File: config.mk
export PLATFORM = sky130hd
export DESIGN_NAME = score_display_ctrl_flat
export DESIGN_NICKNAME = d
export VERILOG_FILES = /design/src/rtl/score_pkg.sv /design/src/rtl/score_display_ctrl_if.sv /design/src/rtl/display_scan.sv /design/src/rtl/score_display_ctrl.sv /design/src/flat_wrapper.sv
export SDC_FILE = /design/constraint.sdc
export NUM_CORES = 1
export LEC_CHECK = 0
export CORE_MARGIN = 3
export CORE_UTILIZATION = 35
export DETAILED_ROUTE_END_ITERATION = 8
export SETUP_SLACK_MARGIN = 0.02
export SKIP_LAST_GASP = 1
export SYNTH_ARGS = -nofsm -noshare
export SYNTH_HDL_FRONTEND = slang
export SYNTH_SLANG_ARGS = --single-unit
File: constraint.sdc
create_clock -name clk_i -period 5.62 [get_ports clk_i]
set_input_delay 1.124 -clock clk_i [delete_from_list [all_inputs] [get_ports clk_i]]
set_output_delay 1.124 -clock clk_i [all_outputs]
set_load 0.05 [all_outputs]
File: src/rtl/score_pkg.sv
// Shared widths, display codes, FSM states and the operand saturation helper
// for the score display controller.
package score_pkg;
    localparam int SCORE_W = 7;
    localparam int BCD_W   = 4;

    localparam logic [SCORE_W-1:0] SCORE_MAX  = 7'd99;
    localparam logic [BCD_W-1:0]   BLANK_CODE = 4'hF;

    typedef enum logic [2:0] {
        ST_IDLE   = 3'd0,
        ST_REQ_A  = 3'd1,
        ST_WAIT_A = 3'd2,
        ST_REQ_B  = 3'd3,
        ST_WAIT_B = 3'd4
    } state_t;

    // Two decimal digits cannot show more than 99, so larger scores clamp.
    function automatic logic [SCORE_W-1:0] sat_score(input logic [SCORE_W-1:0] s);
        return (s > SCORE_MAX) ? SCORE_MAX : s;
    endfunction
endpackage

File: src/rtl/score_display_ctrl_if.sv
// Handshake between the controller (master) and the shared binary-to-BCD
// converter (slave).
interface score_display_ctrl_if;
    import score_pkg::*;

    logic               conv_start_o;
    logic [SCORE_W-1:0] conv_bin_o;
    logic               conv_done_i;
    logic [BCD_W-1:0]   conv_tens_i;
    logic [BCD_W-1:0]   conv_ones_i;

    modport master (
        output conv_start_o, conv_bin_o,
        input  conv_done_i, conv_tens_i, conv_ones_i
    );

    modport slave (
        input  conv_start_o, conv_bin_o,
        output conv_done_i, conv_tens_i, conv_ones_i
    );
endinterface

File: src/rtl/display_scan.sv
// Free-running digit scanner: holds each position for REFRESH_DIV clocks,
// rotates the one-hot select and muxes the matching BCD digit.
module display_scan
    import score_pkg::*;
#(
    parameter int REFRESH_DIV = 1024
) (
    input  logic             clk_i,
    input  logic             rst_i,
    input  logic [BCD_W-1:0] i_a_tens,
    input  logic [BCD_W-1:0] i_a_ones,
    input  logic [BCD_W-1:0] i_b_tens,
    input  logic [BCD_W-1:0] i_b_ones,
    output logic [BCD_W-1:0] o_digit,
    output logic [3:0]       o_digit_sel
);
    localparam int CNT_W = (REFRESH_DIV > 1) ? $clog2(REFRESH_DIV) : 1;

    logic [CNT_W-1:0] r_cnt;
    logic [3:0]       r_sel;
    logic [BCD_W-1:0] w_digit;

    always_ff @(posedge clk_i or posedge rst_i) begin
        if (rst_i) begin
            r_cnt <= '0;
            r_sel <= 4'b0001;
        end else if (r_cnt == CNT_W'(REFRESH_DIV - 1)) begin
            r_cnt <= '0;
            r_sel <= {r_sel[2:0], r_sel[3]};
        end else begin
            r_cnt <= r_cnt + 1'b1;
        end
    end

    // Tens positions blank a leading zero; ones positions always show.
    always_comb begin
        w_digit = BLANK_CODE;
        case (r_sel)
            4'b0001: w_digit = (i_a_tens == '0) ? BLANK_CODE : i_a_tens;
            4'b0010: w_digit = i_a_ones;
            4'b0100: w_digit = (i_b_tens == '0) ? BLANK_CODE : i_b_tens;
            4'b1000: w_digit = i_b_ones;
            default: w_digit = BLANK_CODE;
        endcase
    end

    assign o_digit     = w_digit;
    assign o_digit_sel = r_sel;
endmodule

File: src/rtl/score_display_ctrl.sv
// Arbitrates one shared BCD converter between the two team scores, keeps the
// converted digits in display registers and feeds the digit scanner.
module score_display_ctrl
    import score_pkg::*;
#(
    parameter int REFRESH_DIV = 1024,
    parameter int TIMEOUT     = 64
) (
    input  logic                clk_i,
    input  logic                rst_i,
    input  logic [SCORE_W-1:0]  score_a_i,
    input  logic [SCORE_W-1:0]  score_b_i,
    score_display_ctrl_if.master conv,
    output logic [BCD_W-1:0]    digit_o,
    output logic [3:0]          digit_sel_o,
    output logic                err_o
);
    localparam int TMO_W = (TIMEOUT > 2) ? $clog2(TIMEOUT) : 1;
    // The deadline counts from the start pulse, so the last WAIT cycle sees TIMEOUT-2.
    localparam logic [TMO_W-1:0] TMO_LAST = TMO_W'(TIMEOUT - 2);

    state_t             r_state, w_state_nxt;
    logic [SCORE_W-1:0] r_bin, r_last_a, r_last_b;
    logic               r_force_a, r_force_b, r_err;
    logic [TMO_W-1:0]   r_tmo;
    logic [BCD_W-1:0]   r_a_tens, r_a_ones, r_b_tens, r_b_ones;

    logic [SCORE_W-1:0] w_sat_a, w_sat_b;
    logic               w_dirty_a, w_dirty_b, w_tmo_end;
    logic               w_load_a, w_load_b, w_commit_a, w_commit_b, w_tmo_a, w_tmo_b;

    assign w_sat_a   = sat_score(score_a_i);
    assign w_sat_b   = sat_score(score_b_i);
    assign w_dirty_a = r_force_a | (w_sat_a != r_last_a);
    assign w_dirty_b = r_force_b | (w_sat_b != r_last_b);
    assign w_tmo_end = (r_tmo == TMO_LAST);

    // Operand is loaded on the edge entering REQ so it is already valid with the start pulse.
    always_comb begin
        w_state_nxt = r_state;
        w_load_a    = 1'b0;
        w_load_b    = 1'b0;
        w_commit_a  = 1'b0;
        w_commit_b  = 1'b0;
        w_tmo_a     = 1'b0;
        w_tmo_b     = 1'b0;
        case (r_state)
            ST_IDLE: begin
                if (w_dirty_a) begin
                    w_state_nxt = ST_REQ_A;
                    w_load_a    = 1'b1;
                end else if (w_dirty_b) begin
                    w_state_nxt = ST_REQ_B;
                    w_load_b    = 1'b1;
                end
            end
            ST_REQ_A: w_state_nxt = ST_WAIT_A;
            ST_WAIT_A: begin
                if (conv.conv_done_i) begin
                    w_commit_a = 1'b1;
                    if (w_dirty_b) begin
                        w_state_nxt = ST_REQ_B;
                        w_load_b    = 1'b1;
                    end else begin
                        w_state_nxt = ST_IDLE;
                    end
                end else if (w_tmo_end) begin
                    w_tmo_a     = 1'b1;
                    w_state_nxt = ST_IDLE;
                end
            end
            ST_REQ_B: w_state_nxt = ST_WAIT_B;
            ST_WAIT_B: begin
                if (conv.conv_done_i) begin
                    w_commit_b  = 1'b1;
                    w_state_nxt = ST_IDLE;
                end else if (w_tmo_end) begin
                    w_tmo_b     = 1'b1;
                    w_state_nxt = ST_IDLE;
                end
            end
            default: w_state_nxt = ST_IDLE;
        endcase
    end

    always_ff @(posedge clk_i or posedge rst_i) begin
        if (rst_i) begin
            r_state   <= ST_IDLE;
            r_bin     <= '0;
            r_last_a  <= '0;
            r_last_b  <= '0;
            r_force_a <= 1'b1;
            r_force_b <= 1'b1;
            r_err     <= 1'b0;
            r_tmo     <= '0;
            r_a_tens  <= '0;
            r_a_ones  <= '0;
            r_b_tens  <= '0;
            r_b_ones  <= '0;
        end else begin
            r_state <= w_state_nxt;
            if (w_load_a) begin
                r_bin     <= w_sat_a;
                r_last_a  <= w_sat_a;
                r_force_a <= 1'b0;
            end
            if (w_load_b) begin
                r_bin     <= w_sat_b;
                r_last_b  <= w_sat_b;
                r_force_b <= 1'b0;
            end
            if (r_state == ST_REQ_A || r_state == ST_REQ_B)
                r_tmo <= '0;
            else if (r_state == ST_WAIT_A || r_state == ST_WAIT_B)
                r_tmo <= r_tmo + 1'b1;
            if (w_commit_a) begin
                r_a_tens <= conv.conv_tens_i;
                r_a_ones <= conv.conv_ones_i;
            end
            if (w_commit_b) begin
                r_b_tens <= conv.conv_tens_i;
                r_b_ones <= conv.conv_ones_i;
            end
            // An aborted conversion is retried by forcing its team dirty again.
            if (w_tmo_a) begin
                r_err     <= 1'b1;
                r_force_a <= 1'b1;
            end
            if (w_tmo_b) begin
                r_err     <= 1'b1;
                r_force_b <= 1'b1;
            end
        end
    end

    assign conv.conv_start_o = (r_state == ST_REQ_A) || (r_state == ST_REQ_B);
    assign conv.conv_bin_o   = r_bin;
    assign err_o             = r_err;

    display_scan #(
        .REFRESH_DIV (REFRESH_DIV)
    ) u_scan (
        .clk_i       (clk_i),
        .rst_i       (rst_i),
        .i_a_tens    (r_a_tens),
        .i_a_ones    (r_a_ones),
        .i_b_tens    (r_b_tens),
        .i_b_ones    (r_b_ones),
        .o_digit     (digit_o),
        .o_digit_sel (digit_sel_o)
    );
endmodule

File: src/flat_wrapper.sv
// flat-port wrapper written by rule: the top's interface ports become plain ports
module score_display_ctrl_flat import score_pkg::*;
#(
    parameter int REFRESH_DIV = 1024,
    parameter int TIMEOUT     = 64
)
  (clk_i, rst_i, score_a_i, score_b_i, digit_o, digit_sel_o, err_o, conv_conv_start_o, conv_conv_bin_o, conv_conv_done_i, conv_conv_tens_i, conv_conv_ones_i);
  score_display_ctrl_if conv_i ();
  input  logic clk_i;
  input  logic rst_i;
  input  logic [SCORE_W-1:0] score_a_i;
  input  logic [SCORE_W-1:0] score_b_i;
  output logic [BCD_W-1:0] digit_o;
  output logic [3:0] digit_sel_o;
  output logic err_o;
  output wire logic [$bits(conv_i.conv_start_o)-1:0] conv_conv_start_o;
  output wire logic [$bits(conv_i.conv_bin_o)-1:0] conv_conv_bin_o;
  input wire logic [$bits(conv_i.conv_done_i)-1:0] conv_conv_done_i;
  input wire logic [$bits(conv_i.conv_tens_i)-1:0] conv_conv_tens_i;
  input wire logic [$bits(conv_i.conv_ones_i)-1:0] conv_conv_ones_i;
  assign conv_conv_start_o = conv_i.conv_start_o;
  assign conv_conv_bin_o = conv_i.conv_bin_o;
  assign conv_i.conv_done_i = conv_conv_done_i;
  assign conv_i.conv_tens_i = conv_conv_tens_i;
  assign conv_i.conv_ones_i = conv_conv_ones_i;
  score_display_ctrl #(.REFRESH_DIV(REFRESH_DIV), .TIMEOUT(TIMEOUT)) u_core (.clk_i(clk_i), .rst_i(rst_i), .score_a_i(score_a_i), .score_b_i(score_b_i), .conv(conv_i), .digit_o(digit_o), .digit_sel_o(digit_sel_o), .err_o(err_o));
endmodule
==> impl.org <==
** Run status
- Status :: finished clean

** STA
- Setup repair after global routing left no endpoint under its margin.
- Of the available clock period, the critical path in the final layout requires 65.02%.
- Number of pins with negative max-slew slack in the final report :: 0
- For the pin with the worst max-slew slack, the measured transition is 0.7924 ns.
- The clock arrives with 0.006513 ns of skew.
- Remaining max-slew budget at the tightest pin :: 47.18%
- Hold slack :: 0.4712 ns
- The hold violation count in the final report is 0.
- Finish-stage setup viols :: 0
- Timing would allow up to 273.7 MHz.
- Setup TNS after final layout :: 0 ns
- The worst path needs 3.654 ns of the cycle, external delays included.

** Pwr
- VDD sags by at most 0.0002026 V.
- The analysis attributes to cell leakage a power of 1.722 nW.
- Overall power consumption after layout is estimated at 1.916 mW.
- Dividing total power by cell area gives a power density of 470.3 mW/mm².

** Synthesis
- Share of synthesized flip-flops with an asynchronous set or reset :: 100.0%
- In the synthesized netlist the dominant register cell turns out to be sky130_fd_sc_hd__dfrtp_1.
- Cell accounting for the most synthesized area :: sky130_fd_sc_hd__dfrtp_1
- Synth warnings :: 0
- After synthesis, flip-flops and latches occupy 47.50% of the total area.
- After synthesis, the largest area contributor takes up 45.13% of total cell area.
- Number of enable-type register cells in the synthesized netlist :: 0
- Average cell area after synthesis :: 9.902 µm²
- Number of nets in the synthesized netlist :: 364
- Synthesis produced 336 cells.
- Counting flops and latches in the post-synthesis netlist gives 63.
- Area of the mapped netlist :: 0.003327 mm²
- Yosys mapped the design onto 57 distinct sky130hd cell types.
- Top area cells in the synthesized netlist :: sky130_fd_sc_hd__dfrtp_1 (45%), sky130_fd_sc_hd__mux2_2 (6.4%), sky130_fd_sc_hd__nand2_1 (3.8%)

** Setup path
- STA puts the critical path data required time at 4.50 ns.
- Setup slack on the worst reg-to-reg path comes out at 3.21 ns.
- Walking the worst path, the cells encountered are nand2b_1 -> or3_1 -> a21oi_1 -> o21ai_0 -> a21oi_1 -> nor2_1 -> clkdlybuf4s50_1.
- Among the stages of the critical path, the cell type that occurs most often is sky130_fd_sc_hd__a21oi_1.
- CP Data Arrival Time :: 2.53 ns
- Slowest stage cell, crit path :: sky130_fd_sc_hd__clkdlybuf4s50_1
- The number of cells on the worst reg-to-reg path is 5.
- In this run the worst path has a maximum fanout of 9.
- Endpoint of the most critical register-to-register path :: u_core.r_last_b[3]
- Worst Setup Start Kind :: flop
- The setup path with the least slack is of type flop to output pin.
- Critical Path End Type :: output pin
- The worst register-to-register path begins at u_core.r_state[2].
- Together, buffers and inverters on the worst path number 1.
- Largest delay contributor family on the critical path :: buffers and inverters
- For this run, the slowest stage of the critical path takes 0.69 ns.

** Place
- The congestion estimate from routability-driven global placement came to 0.7849.
- The wire-length estimate of the detail-placed layout is 5447 µm.
- Port buffer count :: 41

** Die
- The total area inside the core boundary comes to 0.008976 mm².
- In this run the count of I/O pins placed on the die edge is 42.
- Total die area :: 0.01071 mm²
- The die is 103.5 µm wide.
- Starting Density :: 37.06%
- From bottom edge to top edge, the die measures 103.5 µm.
- # rows :: 34

** Global routing
- First-pass GRT wire length :: 12990 µm
- The number of global-route vias before repair was 2663.
- Entering global routing, the biggest net connects 64 pins.
- For this run the aggregate overflow at the end of global routing stands at 0.
- For this run, the total global-route usage over all layers was measured as 15.75%.
- Antenna violations before repair :: 0

** Finish
- Final core utilization :: 45.39%
- Of the cells placed in the final design, the portion with a size suffix greater than 1 is 15.45%.
- The final layout contains 405 nets.
- From synthesis to final layout, the design area changed by 22.45%.
- 0 antenna diodes ended up in the layout.

** Clocking
- The tree is rooted in a sky130_fd_sc_hd__clkbuf_8.
- Number of clock sinks seen by CTS :: 63
- After clock tree synthesis, the flow added hold-fix buffers numbering 0.
- H-tree levels :: 3
- Clock buffer depth :: 2
- TritonCTS clock tree :: done
- Once the clock tree was built, the setup fixing pass inserted 0 buffers.
- Clock-pin slew reported for the worst setup and hold paths after clock tree synthesis :: 0.07 ns
- Counting the buffers created by CTS gives 9.
- The number of gates resized after CTS was 0.
- Worst-Skew Late Latency :: 0.35 ns

** Routing
- Total number of vias :: 2687
- DRC Markers :: 0
- Dividing the detail-routed wire length by the instance count gives 15.38 µm.
- The routed design has 7812 µm of wire.
- Dividing the detail-routed via count by the number of cells gives 5.289.
- The first routing iteration left 109 violations.
- The first detailed-routing pass ran for 4 iterations.
- In this run the remaining antenna-violating nets after routing total 0.

** Worst hold path
- For hold timing, the worst endpoint is u_core.u_scan.r_cnt[8].
- Critical hold path startpoint :: u_core.u_scan.r_cnt[8]
- In this run the worst hold path is classified as flop to flop.
- Number of cells on the worst hold path :: 1

** Flow run
- Reported max-cap violation count :: 0
==> cell usage in the layout, fill, tap and decap left out, drive strengths merged, types with 4 or more instances in the layout <==
master / netlist / routed
nor2: 28 / 28
nand4: 8 / 8
a21oi: 14 / 14
nand2: 34 / 34
dfrtp: 60 / 60
o221ai: 5 / 5
or3: 5 / 5
clkbuf: 11 / 9
clkdlybuf4s50: 0 / 41
xnor2: 8 / 8
and3: 8 / 8
nand3: 10 / 10
mux2: 19 / 19
o211ai: 6 / 6
inv: 8 / 9
o21ai: 27 / 27
xor2: 10 / 10
nor2b: 7 / 7
nor3: 10 / 10
a21bo: 4 / 4
==> state kept, by name, summed over array words and instances, names as in the netlist <==
signal	count
u_core.r_b_tens	4
u_core.r_a_ones	4
u_core.r_b_ones	4
u_core.r_last_b	7
u_core.r_state	3
u_core.r_tmo	6
u_core.conv.conv_bin_o	7
u_core.err_o	1
u_core.u_scan.r_cnt	10
u_core.r_force_b	1
u_core.r_a_tens	4
u_core.r_force_a	1
u_core.u_scan.o_digit_sel	4
u_core.r_last_a	7
==> synthesized netlist by cell type, drive strengths merged (2+ instances only) <==
library cell  instances
dfrtp                60
nand2                34
nor2                 28
o21ai                27
mux2                 19
a21oi                14
clkbuf               11
nand3                10
nor3                 10
xor2                 10
and3                  8
inv                   8
nand4                 8
xnor2                 8
nor2b                 7
o211ai                6
o221ai                5
or3                   5
a21bo                 4
a22o                  3
a22oi                 3
a31o                  3
dfstp                 3
ha                    3
nand2b                3
or2                   3
a21o                  2
a31oi                 2
a32o                  2
a32oi                 2
o211a                 2
o311a                 2
o31ai                 2
==> cell families (layout without fill, tap and decap cells) <==
group                      after synthesis  after routing  synth area share (%)
xor gates and xnor gates                18             18                 4.739
muxes                                   20             20                 6.732
and+or+nand+nor                        121            121                 18.24
adders and majority gates                3              3                 1.128
buffers and inverters                   21             67                 2.482
AOI/OAI and AO/OA                       90             90                 19.18
DFF                                     63             63                 47.50
==> report_power, final <==
part | total (mW) | switching (mW) | internal, mW | leakage, nW
logic | 0.702 | 0.396 | 0.307 | 0.833
registers | 0.771 | 0.165 | 0.606 | 0.787
clock network | 0.442 | 0.192 | 0.250 | 0.102
==> worst max-delay path by stage <==
stage                                      start                        end  slack [ns]  cells after the start
global placement                    score_b_i[3]  u_core.conv.conv_bin_o[5]        2.11                      7
global route        u_core.u_scan.o_digit_sel[1]                 digit_o[2]        1.85                      7
floorplan           u_core.u_scan.o_digit_sel[1]                 digit_o[2]        2.46                      6
finish              u_core.u_scan.o_digit_sel[1]                 digit_o[2]        1.97                      7
detailed placement                  score_b_i[3]         u_core.r_last_b[0]        2.02                      7
CTS                 u_core.u_scan.o_digit_sel[1]                 digit_o[2]        1.97                      7
==> final cells by class <==
| cell class | count | area [µm²] |
|---|---|---|
| fillers | 845 | 4902 |
| multi-input cells | 252 | 1664 |
| flip-flops and latches | 63 | 1580 |
| repair buffers | 42 | 417.9 |
| well taps | 126 | 157.7 |
| clock buffers | 9 | 123.9 |
| clock inverters | 7 | 96.34 |
| inverters | 9 | 33.78 |
==> routing by layer <==
metal | vias to the layer above | wire [µm] | GRT usage (%)
li1 | 1322 | - | -
met1 | 1302 | 3586 | 20.29
met2 | 55 | 3784 | 25.15
met3 | 8 | 342 | 5.298
met4 | 0 | 99 | 4.781
met5 | - | 0 | 0
==> worst register-to-register path: cells and delay by family (launching register included) <==
kind             cells  cell delay, ns
flip-flops           1            0.63
AND/OR/NAND/NOR      3            1.09
AO/OA/AOI/OAI        2            0.58
==> stage by stage <==
stage / cells / area [µm²] / worst slack [ns]
2_1_floorplan: 336 / 3327 / 2.458
3_3_place_gp: 492 / 3854 / 2.106
3_5_place_dp: 492 / 3854 / 2.024
4_1_cts: 508 / 4074 / 1.966
5_1_grt: 508 / 4074 / 1.846
6_report: 508 / 4074 / 1.966
No activity file was read; power rests on OpenSTA's default activity.
